<file path="config.mk">
export PLATFORM = sky130hd
export DESIGN_NAME = seg7_scan_decoder
export DESIGN_NICKNAME = d
export VERILOG_FILES = /design/src/rtl/seg7_scan_decoder.sv
export SDC_FILE = /design/constraint.sdc
export NUM_CORES = 1
export LEC_CHECK = 0
export CAP_MARGIN = 20
export CORE_MARGIN = 1.5
export CORE_UTILIZATION = 49
export CTS_CLUSTER_DIAMETER = 150
export DETAILED_ROUTE_END_ITERATION = 10
export GPL_TIMING_DRIVEN = 0
export PLACE_DENSITY = 0.76
export SLEW_MARGIN = 15
export SYNTH_ARGS = -nofsm -noshare
export SYNTH_HDL_FRONTEND = slang
export SYNTH_SLANG_ARGS = --single-unit
</file>
<file path="constraint.sdc">
create_clock -name clk -period 2.1 [get_ports clk]
set_input_delay 0.315 -clock clk [delete_from_list [all_inputs] [get_ports clk]]
set_output_delay 0.315 -clock clk [all_outputs]
set_load 0.05 [all_outputs]
</file>
<file path="src/rtl/seg7_scan_decoder.sv">
// Watches a multiplexed 7-segment bus and recovers the hex digit shown on each position.
// A pair {an,seg} must hold for STABLE_CYCLES edges before it is decoded once into its slot.
module seg7_scan_decoder #(
    parameter  int DIGITS        = 4,
    parameter  int STABLE_CYCLES = 4,
    localparam int EW            = (DIGITS > 1) ? $clog2(DIGITS) : 1,
    localparam int CW            = $clog2(STABLE_CYCLES + 1)
) (
    input  logic                  clk,
    input  logic                  rst_n,
    input  logic [6:0]            seg,
    input  logic [DIGITS-1:0]     an,
    output logic [4*DIGITS-1:0]   value,
    output logic [DIGITS-1:0]     digit_valid,
    output logic                  frame_done,
    output logic                  code_err,
    output logic [EW-1:0]         err_digit
);

    localparam logic [1:0] ST_IDLE   = 2'd0;
    localparam logic [1:0] ST_SETTLE = 2'd1;
    localparam logic [1:0] ST_HELD   = 2'd2;

    // Returns {legal, nibble}; legal is 0 for blank and for any non-hex pattern.
    function automatic logic [4:0] decode_glyph(input logic [6:0] pat);
        case (pat)
            7'h7E:   return {1'b1, 4'h0};
            7'h30:   return {1'b1, 4'h1};
            7'h6D:   return {1'b1, 4'h2};
            7'h79:   return {1'b1, 4'h3};
            7'h33:   return {1'b1, 4'h4};
            7'h5B:   return {1'b1, 4'h5};
            7'h5F:   return {1'b1, 4'h6};
            7'h70:   return {1'b1, 4'h7};
            7'h7F:   return {1'b1, 4'h8};
            7'h7B:   return {1'b1, 4'h9};
            7'h77:   return {1'b1, 4'hA};
            7'h1F:   return {1'b1, 4'hB};
            7'h4E:   return {1'b1, 4'hC};
            7'h3D:   return {1'b1, 4'hD};
            7'h4F:   return {1'b1, 4'hE};
            7'h47:   return {1'b1, 4'hF};
            default: return 5'b0_0000;
        endcase
    endfunction

    logic [DIGITS+6:0]   pair_r;
    logic [1:0]          state_r;
    logic [CW-1:0]       cnt_r;
    logic [4*DIGITS-1:0] value_r;
    logic [DIGITS-1:0]   valid_r;
    logic [DIGITS-1:0]   seen_r;
    logic                frame_done_r;
    logic                code_err_r;
    logic [EW-1:0]       err_digit_r;

    logic [DIGITS+6:0]   pair_s;
    logic                onehot_s;
    logic [EW-1:0]       idx_s;
    logic [DIGITS-1:0]   bit_s;
    logic [4:0]          glyph_s;
    logic                capture_s;
    logic [1:0]          state_n_s;
    logic [CW-1:0]       cnt_n_s;
    logic [4*DIGITS-1:0] value_n_s;
    logic [DIGITS-1:0]   valid_n_s;
    logic [DIGITS-1:0]   seen_n_s;
    logic                frame_done_n_s;
    logic                code_err_n_s;
    logic [EW-1:0]       err_digit_n_s;

    // Classify the current enable vector and locate the selected digit.
    always_comb begin
        pair_s   = {an, seg};
        onehot_s = (an != {DIGITS{1'b0}}) && ((an & (an - DIGITS'(1))) == {DIGITS{1'b0}});
        idx_s    = {EW{1'b0}};
        for (int i = 0; i < DIGITS; i++) begin
            if (an[i]) begin
                idx_s = EW'(i);
            end else begin
                idx_s = idx_s;
            end
        end
        bit_s   = DIGITS'(1) << idx_s;
        glyph_s = decode_glyph(seg);
    end

    // Dwell tracker: any change restarts the run; reaching the threshold fires one capture.
    always_comb begin
        state_n_s = state_r;
        cnt_n_s   = cnt_r;
        capture_s = 1'b0;
        if ((pair_s != pair_r) || (state_r == ST_IDLE)) begin
            if (onehot_s) begin
                state_n_s = ST_SETTLE;
                cnt_n_s   = CW'(1);
            end else begin
                state_n_s = ST_IDLE;
                cnt_n_s   = {CW{1'b0}};
            end
        end else begin
            case (state_r)
                ST_SETTLE: begin
                    if (cnt_r < CW'(STABLE_CYCLES)) begin
                        cnt_n_s = cnt_r + CW'(1);
                    end else begin
                        cnt_n_s = cnt_r;
                    end
                    if (cnt_n_s == CW'(STABLE_CYCLES)) begin
                        state_n_s = ST_HELD;
                        capture_s = 1'b1;
                    end else begin
                        state_n_s = ST_SETTLE;
                    end
                end
                ST_HELD: begin
                    state_n_s = ST_HELD;
                end
                default: begin
                    state_n_s = ST_IDLE;
                    cnt_n_s   = {CW{1'b0}};
                end
            endcase
        end
    end

    // Capture action: update the slot, validity, frame tracking and error reporting.
    always_comb begin
        value_n_s      = value_r;
        valid_n_s      = valid_r;
        seen_n_s       = seen_r;
        frame_done_n_s = 1'b0;
        code_err_n_s   = 1'b0;
        err_digit_n_s  = err_digit_r;
        if (capture_s) begin
            if (glyph_s[4]) begin
                value_n_s[int'(idx_s)*4 +: 4] = glyph_s[3:0];
                valid_n_s = valid_r | bit_s;
                if ((seen_r | bit_s) == {DIGITS{1'b1}}) begin
                    frame_done_n_s = 1'b1;
                    seen_n_s       = {DIGITS{1'b0}};
                end else begin
                    seen_n_s = seen_r | bit_s;
                end
            end else if (seg == 7'h00) begin
                valid_n_s = valid_r & ~bit_s;
            end else begin
                valid_n_s     = valid_r & ~bit_s;
                code_err_n_s  = 1'b1;
                err_digit_n_s = idx_s;
            end
        end else begin
            value_n_s = value_r;
        end
    end

    // State and output registers.
    always_ff @(posedge clk or negedge rst_n) begin
        if (!rst_n) begin
            pair_r       <= {(DIGITS+7){1'b0}};
            state_r      <= ST_IDLE;
            cnt_r        <= {CW{1'b0}};
            value_r      <= {(4*DIGITS){1'b0}};
            valid_r      <= {DIGITS{1'b0}};
            seen_r       <= {DIGITS{1'b0}};
            frame_done_r <= 1'b0;
            code_err_r   <= 1'b0;
            err_digit_r  <= {EW{1'b0}};
        end else begin
            pair_r       <= pair_s;
            state_r      <= state_n_s;
            cnt_r        <= cnt_n_s;
            value_r      <= value_n_s;
            valid_r      <= valid_n_s;
            seen_r       <= seen_n_s;
            frame_done_r <= frame_done_n_s;
            code_err_r   <= code_err_n_s;
            err_digit_r  <= err_digit_n_s;
        end
    end

    assign value       = value_r;
    assign digit_valid = valid_r;
    assign frame_done  = frame_done_r;
    assign code_err    = code_err_r;
    assign err_digit   = err_digit_r;

endmodule

</file>
==> flow_metrics.env, run 1 <==
export IMPL_status="finished, violations left"
export IMPL_violations="negative hold slack, negative setup slack"
export IMPL_tns_ns=-1.17
export IMPL_power_frac_comb=0.163
export IMPL_period_needed_ns=2.20
export IMPL_cts_root_buf="clkbuf_8"
export IMPL_grt_max_degree=25
export IMPL_antenna_found_initial=0
export IMPL_clock_power_share=0.307
export IMPL_yosys_top_cells_count="dfrtp_1 (44), nand2_1 (17), ha_1 (12), nor2_1 (12), o21ai_0 (12)"
export IMPL_ff2ff_path_depth=8
export IMPL_synthCells=229
export IMPL_drt_iter0_drc=80
export IMPL_grt_setup_unrepaired="yes"
export IMPL_worst_pin_slew_ns=0.584
export IMPL_r2r_start="state_r[0]$_DFF_PN0_"
export IMPL_maxCapViolCount=0
export IMPL_syn_avg_cell_area_sq_um=10.6
export IMPL_drive_above_1_share=0.297
export IMPL_syn2layout_area_growth_pct=39.9
export IMPL_p_leak_nw=1.51
export IMPL_fmax_ghz=0.454
export IMPL_antenna_cells=0
export IMPL_async_reset_ff_frac=1.00
export IMPL_nets=315
export IMPL_synth_most_common_cell="dfrtp_1"
export IMPL_skew_ns=0.00709
export IMPL_start_util=0.511
export IMPL_cts_clk_slew_worst_paths_ns=0.08
export IMPL_postRouteWirelength_um=5640
export IMPL_io_buffers=36
export IMPL_num_rows=25
export IMPL_holdWs_ns=-0.00954
export IMPL_p_sw_mw=0.438
export IMPL_fp_dieH_um=73.4
export IMPL_synth_flop_cell="dfrtp_1"
export IMPL_track_usage=0.216
export IMPL_grt_pass1_vias=1928
export IMPL_setup_slack_ns=-0.105
export IMPL_ys_seq_area_frac=0.454
export IMPL_synth_area_sq_um=2430
export IMPL_clk_latency_ns=0.29
export IMPL_clockBufferDepth=2
export IMPL_cts_buffers=5
export IMPL_r2r_slack_ns=-0.09
export IMPL_synth_edf_count=0
export IMPL_num_io_pins=37
export IMPL_power_density_nw_per_um2=483
export IMPL_final_antenna_net_count=0
export IMPL_setup_viol_count_final=18
export IMPL_vias=1980
export IMPL_final_max_slew_violation_count=0
export IMPL_cts_tree="yes"
export IMPL_pwr_share_seq=0.530
export IMPL_die_area_sq_um=5380
export IMPL_dpl_hpwl_um=3560
export IMPL_synth_seq_cells=44
export IMPL_crit_arrival_ns=2.39
export IMPL_r2r_end="value[13]$_DFFE_PN0P_"
export IMPL_place_congestion=0.839
export IMPL_via_per_inst=5.55
export IMPL_yosysTopAreaCellShare=0.454
export IMPL_critPathCaptureType="flip-flop"
export IMPL_firstDrtPassIters=4
export IMPL_final_util=0.714
export IMPL_ir_drop_uv=356
export IMPL_start_kind="primary input"
export IMPL_fin_crit_sh=1.05
export IMPL_avgRoutedWirePerCell_um=15.8
export IMPL_relSlewSlack=0.608
export IMPL_worstSetupPathType="primary input to flip-flop"
export IMPL_path_max_fanout=10
export IMPL_synth_distinct_cells=46
export IMPL_synth_area_top_cells="dfrtp_1 (45%), ha_1 (6.2%), mux2_2 (5.1%)"
export IMPL_syn_nets=254
export IMPL_htreeDepth=2
export IMPL_hold_viol=12
export IMPL_fp_dieW_um=73.4
export IMPL_worstPathRequired_ns=2.28
export IMPL_clock_sinks=44
export IMPL_min_path_type="primary input to async pin"
export IMPL_p_sw_frac=0.267
export IMPL_fp_coreArea_sq_um=4750
export IMPL_yosysWarnings=0
export IMPL_route_detailed_drc=0
export IMPL_overflow=0
export IMPL_grt_pass1_wl_um=9040
export IMPL_intPower_mw=1.20
export IMPL_yosysTopAreaCell="dfrtp_1"
## kinds of logic after synthesis
group	count (synthesis)	share of synthesized area
AO/OA/AOI/OAI	52	0.157
buffers and inverters	17	0.0376
flip-flops	44	0.454
adder cells (fa/ha/maj)	12	0.0619
AND/OR/NAND/NOR	79	0.189
multiplexers	11	0.0510
XOR/XNOR	14	0.0505
## worst max-delay path: stages
cell and delay (ns):
dlygate4sd2_1 0.34, buf_2 0.24, a31oi_1 0.32, o22ai_4 0.12, or3_4 0.38, buf_4 0.19, nor2_4 0.16, mux2_4 0.31
## power groups by stage
stage	sequential (mW)	clock [mW]	combinational (mW)
floorplan	0.884	0	0.128
CTS	0.869	0.514	0.242
global placement	0.885	0	0.204
global route	0.871	0.551	0.294
detailed placement	0.886	0	0.213
finish	0.870	0.503	0.268
## per-layer routing
metal  track usage  vias to the layer above  wire (um)  share of wire
met3        0.0439                        8        205          0.036
met5             0                        -          0              0
met4        0.0679                        0         87          0.015
met1         0.286                      974       2520           0.45
met2         0.358                       46       2820           0.50
li1              -                      952          -              -
## worst max path at each step
stage                                    start  slack, ns                       end  cells after the start
after floorplan           state_r[0]$_DFF_PN0_      0.003     value[12]$_DFFE_PN0P_                      7
after global placement                  seg[5]      -0.82     value[12]$_DFFE_PN0P_                      9
after detailed placement                seg[5]      -0.85     value[12]$_DFFE_PN0P_                      9
after CTS                               seg[3]      -0.11  err_digit[0]$_DFFE_PN0P_                      9
after global routing      state_r[0]$_DFF_PN0_      -0.20      value[2]$_DFFE_PN0P_                      9
final                                   seg[6]      -0.10  err_digit[0]$_DFFE_PN0P_                      8
## state kept, by name, summed over array words and instances (netlist names), named ones only
register / flops
cnt_r: 3
code_err: 1
err_digit: 2
frame_done: 1
pair_r: 11
seen_r: 4
state_r: 2
value: 16
## cell usage in the layout (no fill, tap or decap), drive strengths merged, types with 6 or more instances in the layout
master and n:
buf 29, nor3b 7, clkdlybuf4s50 27, a21o 10
o21ai 12, ha 12, a31oi 9, dfrtp 44
mux2 11, nand2 17, nor3 9, xnor2 8
clkbuf 7, inv 6, nor2 12, xor2 6
## what timing repair did
| item | CTS | global route |
|---|---|---|
| buffers inserted | 10 | 7 |
| pin swaps | 15 | 9 |
| setup endpoints to repair | 32 | 29 |
| hold buffers | 0 | 0 |
| resized for setup | 43 | 23 |
| cloned | 0 | 1 |
## final cells by class
| class | instances | area [sq um] |
|---|---|---|
| Multi-Input combinational cell | 168 | 1470 |
| Buffer | 10 | 85.1 |
| Timing Repair Buffer | 55 | 554 |
| Inverter | 6 | 22.5 |
| Clock inverter | 1 | 5.00 |
| Fill cell | 349 | 1360 |
| Tap cell | 67 | 83.8 |
| Clock buffer | 6 | 72.6 |
| Sequential cell | 44 | 1100 |
## through the flow
step	instances	instance area, sq um	setup WS [ns]	hold WS [ns]	total power [mW]
after floorplan	229	2440	0.00336	0.0194	1.01
after global placement	332	2880	-0.822	0.464	1.09
after detailed placement	333	2900	-0.848	0.321	1.10
after CTS	349	3230	-0.112	0.00366	1.63
after global routing	357	3400	-0.195	0.0259	1.72
final	357	3400	-0.105	-0.00954	1.64
Power figures use the tool's default switching activity.
==> run 2: changes to the inputs <==
--- a/config.mk
+++ b/config.mk
@@ -12,6 +12,7 @@
 export DETAILED_ROUTE_END_ITERATION = 10
 export GPL_TIMING_DRIVEN = 0
 export PLACE_DENSITY = 0.76
+export SETUP_SLACK_MARGIN = 0.15
 export SLEW_MARGIN = 15
 export SYNTH_ARGS = -nofsm -noshare
 export SYNTH_HDL_FRONTEND = slang
==> run 2 against run 1 <==
The run still ends with negative hold slack, negative setup slack left; maximum frequency down 0.53%; global-route usage down 0.53 points; non-clock buffer count down 11; die area unchanged; largest power group unchanged.
==> flow_metrics.env, run 2 (synthesized netlist as in run 1, its figures left out) <==
export IMPL_status="finished, violations left"
export IMPL_violations="negative hold slack, negative setup slack"
export IMPL_gr_usage_met2=0.352
export IMPL_period_needed_ns=2.22
export IMPL_layout_commonest_cell="dfrtp_1"
export IMPL_fp_dieH_um=73.4
export IMPL_via_per_inst=5.52
export IMPL_route_detailed_drc=0
export IMPL_pwr_share_seq=0.534
export IMPL_setup_viol_count_final=20
export IMPL_r2r_end="err_digit[1]$_DFFE_PN0P_"
export IMPL_clock_power_share=0.315
export IMPL_path_cells="xor2_1, or4_4, nor4_4, buf_6, nand2_1, nor2_4, mux2_4"
export IMPL_io_buffers=36
export IMPL_intPower_mw=1.19
export IMPL_final_cell_mix="dfrtp_1 (44), clkdlybuf4s50_1 (27), nand2_1 (13)"
export IMPL_power_frac_comb=0.151
export IMPL_antenna_cells=0
export IMPL_antenna_found_initial=0
export IMPL_clk_latency_ns=0.30
export IMPL_grt_pass1_wl_um=8720
export IMPL_globalRouteMet3Util=0.0288
export IMPL_met1_usage=0.282
export IMPL_p_sw_mw=0.440
export IMPL_grt_setup_unrepaired="yes"
export IMPL_fp_coreArea_sq_um=4750
export IMPL_grt_pass1_vias=1836
export IMPL_ir_drop_uv=242
export IMPL_firstDrtPassIters=4
export IMPL_clock_sinks=44
export IMPL_cts_tree="yes"
export IMPL_cts_buffers=5
export IMPL_p_leak_nw=1.44
export IMPL_path_buf_inv=1
export IMPL_final_antenna_net_count=0
export IMPL_skew_ns=0.00600
export IMPL_p_sw_frac=0.270
export IMPL_hold_viol=20
export IMPL_clockBufferDepth=2
export IMPL_largest_reg_flops=16
export IMPL_fin_crit_sh=1.06
export IMPL_postRouteWirelength_um=5400
export IMPL_power_density_nw_per_um2=505
export IMPL_crit_slowest_cell="or4_4"
export IMPL_grt_max_degree=25
export IMPL_worstSetupPathType="flip-flop to flip-flop"
export IMPL_syn2layout_area_growth_pct=33.0
export IMPL_slowest_delay_ns=0.56
export IMPL_fp_dieW_um=73.4
export IMPL_num_rows=25
export IMPL_dpl_hpwl_um=3650
export IMPL_ff2ff_path_depth=7
export IMPL_path_max_fanout=6
export IMPL_nets=304
export IMPL_crit_arrival_ns=2.40
export IMPL_maxCapViolCount=0
export IMPL_vias=1910
export IMPL_worstPathRequired_ns=2.28
export IMPL_critPathCaptureType="flip-flop"
export IMPL_num_io_pins=37
export IMPL_overflow=0
export IMPL_r2r_start="pair_r[1]$_DFF_PN0_"
export IMPL_hold_buffers=0
export IMPL_final_max_slew_violation_count=0
export IMPL_critical_path_top_delay_family="simple AND/OR/NAND/NOR gates"
export IMPL_final_util=0.679
export IMPL_track_usage=0.211
export IMPL_r2r_slack_ns=-0.12
export IMPL_avgRoutedWirePerCell_um=15.6
export IMPL_place_congestion=0.844
export IMPL_setup_slack_ns=-0.117
export IMPL_relSlewSlack=0.611
export IMPL_drt_iter0_drc=66
export IMPL_busiest_layer="met2"
export IMPL_worst_pin_slew_ns=0.579
export IMPL_htreeDepth=2
export IMPL_cts_clk_slew_worst_paths_ns=0.08
export IMPL_fmax_ghz=0.451
export IMPL_die_area_sq_um=5380
export IMPL_min_path_type="primary input to async pin"
export IMPL_start_kind="flip-flop"
export IMPL_holdWs_ns=-0.0126
export IMPL_drive_above_1_share=0.240
export IMPL_cts_root_buf="clkbuf_8"
export IMPL_start_util=0.511
-- run 2: how the worst max path moves through the flow --
stage,startpoint,to,cells past startpoint
finish,pair_r[1]$_DFF_PN0_,err_digit[1]$_DFFE_PN0P_,7
global route,pair_r[1]$_DFF_PN0_,err_digit[1]$_DFFE_PN0P_,7
CTS,pair_r[1]$_DFF_PN0_,err_digit[1]$_DFFE_PN0P_,7
detailed placement,seg[5],value[14]$_DFFE_PN0P_,9
global placement,seg[5],value[12]$_DFFE_PN0P_,9
floorplan,seg[3],err_digit[0]$_DFFE_PN0P_,7
-- run 2: repair_timing --
| item | 4_1_cts | 5_1_grt |
|---|---|---|
| cloned | 0 | 1 |
| endpoints found under the setup margin | 33 | 32 |
| pin swaps | 6 | 3 |
| setup buffers | 3 | 2 |
| gates resized for setup | 31 | 5 |
-- run 2: layer usage --
layer | share of wire | vias to the layer above
met5 | 0 | -
met2 | 0.49 | 31
met1 | 0.46 | 939
met4 | 0.014 | 0
met3 | 0.036 | 8
li1 | - | 932
-- run 2: layout make-up --
cell class,instances,area [sq um]
inverters,6,22.5
clock inverters,1,5.00
flip-flops and latches,44,1100
fillers,383,1530
multi-input cells,168,1400
repair buffers,43,439
clock buffers,6,72.6
plain buffers,11,108
well taps,67,83.8
-- run 2: power by group through the flow --
stage	Sequential, mW	Clock, mW	Combinational [mW]
6_report	0.870	0.514	0.245
3_5_place_dp	0.887	0	0.221
4_1_cts	0.870	0.524	0.237
3_3_place_gp	0.886	0	0.211
2_1_floorplan	0.885	0	0.135
5_1_grt	0.872	0.552	0.268
-- run 2: stage by stage --
stage,total power [mW],cells,TNS [ns],area [sq um],setup WS (ns)
floorplan,1.02,229,0,2500,0.0407
global placement,1.10,332,-40.83,2940,-0.710
detailed placement,1.11,333,-20.58,2960,-0.749
CTS,1.63,343,-1.13,3170,-0.0990
global route,1.69,346,-3.58,3230,-0.186
finish,1.63,346,-0.972,3230,-0.117
==> run 3: changes to the inputs <==
--- a/config.mk
+++ b/config.mk
@@ -10,6 +10,7 @@
 export CORE_UTILIZATION = 49
 export CTS_CLUSTER_DIAMETER = 150
 export DETAILED_ROUTE_END_ITERATION = 10
+export GPL_ROUTABILITY_DRIVEN = 0
 export GPL_TIMING_DRIVEN = 0
 export PLACE_DENSITY = 0.76
 export SETUP_SLACK_MARGIN = 0.15
@@ -17,3 +18,4 @@
 export SYNTH_ARGS = -nofsm -noshare
 export SYNTH_HDL_FRONTEND = slang
 export SYNTH_SLANG_ARGS = --single-unit
+export TNS_END_PERCENT = 30
==> run 3 against run 2 <==
The run still ends with negative hold slack, negative setup slack left; hold slack improved by 0.0026 ns; power shrank 0.18%; global-route usage rose by 0.22 points; combinational power is essentially flat; non-clock buffer count down 2; flip-flop and latch count is the same; count of clock-buffer cells in the layout fell by 1; critical path depth did not move; cell count is 0.58% lower; first-iteration DRC count rose by 18%; sequential power about the same; core utilization increased by 0.13 points; critical path type unchanged; critical endpoint unchanged.
==> flow_metrics.env, run 3 (synthesized netlist as in run 1, its figures left out) <==
export IMPL_status="finished, violations left"
export IMPL_violations="negative hold slack, negative setup slack"
export IMPL_hold_viol=12
export IMPL_min_path_type="primary input to async pin"
export IMPL_firstDrtPassIters=4
export IMPL_cts_tree="yes"
export IMPL_setup_slack_ns=-0.0744
export IMPL_worstSetupPathType="flip-flop to flip-flop"
export IMPL_r2r_start="pair_r[1]$_DFF_PN0_"
export IMPL_r2r_slack_ns=-0.07
export IMPL_ff2ff_path_depth=7
export IMPL_skew_ns=0.00313
export IMPL_antenna_cells=0
export IMPL_stdcell_area_sq_um=3230
export IMPL_postRouteWirelength_um=5140
export IMPL_slowest_delay_ns=0.56
export IMPL_dpl_hpwl_um=3550
export IMPL_antenna_found_initial=0
export IMPL_fp_dieH_um=73.4
export IMPL_r2r_end="err_digit[1]$_DFFE_PN0P_"
export IMPL_grt_setup_unrepaired="yes"
export IMPL_die_area_sq_um=5380
export IMPL_fin_crit_sh=1.04
export IMPL_multi_input_area_sq_um=1430
export IMPL_htreeDepth=2
export IMPL_cts_clk_slew_worst_paths_ns=0.08
export IMPL_p_leak_nw=1.42
export IMPL_num_io_pins=37
export IMPL_maxCapViolCount=0
export IMPL_holdWs_ns=-0.00999
export IMPL_fp_dieW_um=73.4
export IMPL_hold_buffers=0
export IMPL_path_max_fanout=5
export IMPL_route_detailed_drc=0
export IMPL_worst_pin_slew_ns=0.599
export IMPL_final_max_slew_violation_count=0
export IMPL_grt_max_degree=24
export IMPL_final_cell_mix="dfrtp_1 (43), clkdlybuf4s50_1 (26), nand2_1 (17)"
export IMPL_relSlewSlack=0.597
export IMPL_period_needed_ns=2.17
export IMPL_avgRoutedWirePerCell_um=14.9
export IMPL_track_usage=0.213
export IMPL_critical_path_top_delay_family="simple AND/OR/NAND/NOR gates"
export IMPL_nets=302
export IMPL_ir_drop_uv=373
export IMPL_num_rows=25
export IMPL_power_density_nw_per_um2=503
export IMPL_fp_coreArea_sq_um=4750
export IMPL_met1_usage=0.279
export IMPL_clk_latency_ns=0.30
export IMPL_path_cells="xor2_1, or4_4, nor4_4, buf_6, nand2_1, nor2_4, mux2_4"
export IMPL_drt_iter0_drc=78
export IMPL_place_area_sq_um=2950
export IMPL_largest_reg_flops=16
export IMPL_final_util=0.680
export IMPL_drive_above_1_share=0.238
export IMPL_final_antenna_net_count=0
export IMPL_globalRouteMet3Util=0.0412
export IMPL_syn2layout_area_growth_pct=33.2
export IMPL_busiest_layer="met2"
export IMPL_path_buf_inv=1
export IMPL_start_kind="flip-flop"
export IMPL_grt_pass1_wl_um=8820
export IMPL_gr_usage_met2=0.348
export IMPL_clock_sinks=44
export IMPL_cts_buffers=5
export IMPL_fillers=391
export IMPL_clockBufferDepth=2
export IMPL_io_buffers=36
export IMPL_vias=1901
export IMPL_grt_pass1_vias=1893
export IMPL_start_util=0.511
export IMPL_crit_arrival_ns=2.36
export IMPL_critPathCaptureType="flip-flop"
export IMPL_crit_slowest_cell="or4_4"
export IMPL_worstPathRequired_ns=2.29
export IMPL_layout_commonest_cell="dfrtp_1"
export IMPL_setup_viol_count_final=14
export IMPL_fmax_ghz=0.460
export IMPL_register_area_sq_um=1100
export IMPL_overflow=0
export IMPL_cts_root_buf="clkbuf_8"
export IMPL_via_per_inst=5.53
## run 3: cell types whose count changed in the layout (fill, tap and decap cells not counted), sizes merged
| cell | delta |
|---|---|
| dlymetal6s2s | +1 |
| clkbuf | -3 |
| clkinvlp | +1 |
| clkdlybuf4s50 | -1 |
## run 3: where the power goes
group	internal (mW)	switching, mW	leakage, nW
registers	0.861	0.00895	0.586
clock network	0.225	0.288	0.0400
logic	0.101	0.143	0.799
total	1.19	0.439	1.42
## run 3: layout make-up
cell class / count / share of cell area
plain buffers: 11 / 0.0313
clock buffers: 5 / 0.0213
clock inverters: 2 / 0.00387
inverters: 6 / 0.00696
multi-input cells: 168 / 0.443
flip-flops and latches: 44 / 0.341
well taps: 67 / 0.0259
repair buffers: 41 / 0.126
## run 3: worst max path at each step
stage,start,to,slack [ns],cells after the start
after floorplan,seg[3],err_digit[0]$_DFFE_PN0P_,0.04,7
after global placement,seg[5],value[12]$_DFFE_PN0P_,-0.67,9
after detailed placement,seg[5],value[12]$_DFFE_PN0P_,-0.72,9
after CTS,pair_r[1]$_DFF_PN0_,err_digit[0]$_DFFE_PN0P_,-0.07,7
after global routing,pair_r[5]$_DFF_PN0_,value[5]$_DFFE_PN0P_,-0.18,8
final,pair_r[1]$_DFF_PN0_,err_digit[1]$_DFFE_PN0P_,-0.07,7
## run 3: what timing repair did
item / in CTS / in global routing
setup endpoints to repair: 33 / 33
resized for setup: 32 / 16
pin swaps: 10 / 6
setup buffers: 3 / 1
## run 3: metal layers
| layer | wire length, um | vias up |
|---|---|---|
| met5 | 0 | - |
| met4 | 114 | 0 |
| met3 | 168 | 9 |
| met2 | 2480 | 36 |
| met1 | 2380 | 932 |
| li1 | - | 924 |
## run 3: worst register-to-register path, delay by kind of cell (launching register included)
| kind | cells | cell delay [ns] |
|---|---|---|
| multiplexers | 1 | 0.30 |
| AND/OR/NAND/NOR | 4 | 1.09 |
| flip-flops | 1 | 0.38 |
| XOR/XNOR | 1 | 0.14 |
| buffers and inverters | 1 | 0.17 |
## run 3: stage by stage
step / setup TNS (ns) / std cells / power, mW / setup WS [ns]
floorplan: 0 / 229 / 1.02 / 0.0407
global placement: -39.21 / 332 / 1.10 / -0.673
detailed placement: -19.47 / 333 / 1.11 / -0.723
CTS: -0.771 / 343 / 1.63 / -0.0672
global route: -2.70 / 344 / 1.70 / -0.178
finish: -0.607 / 344 / 1.63 / -0.0744
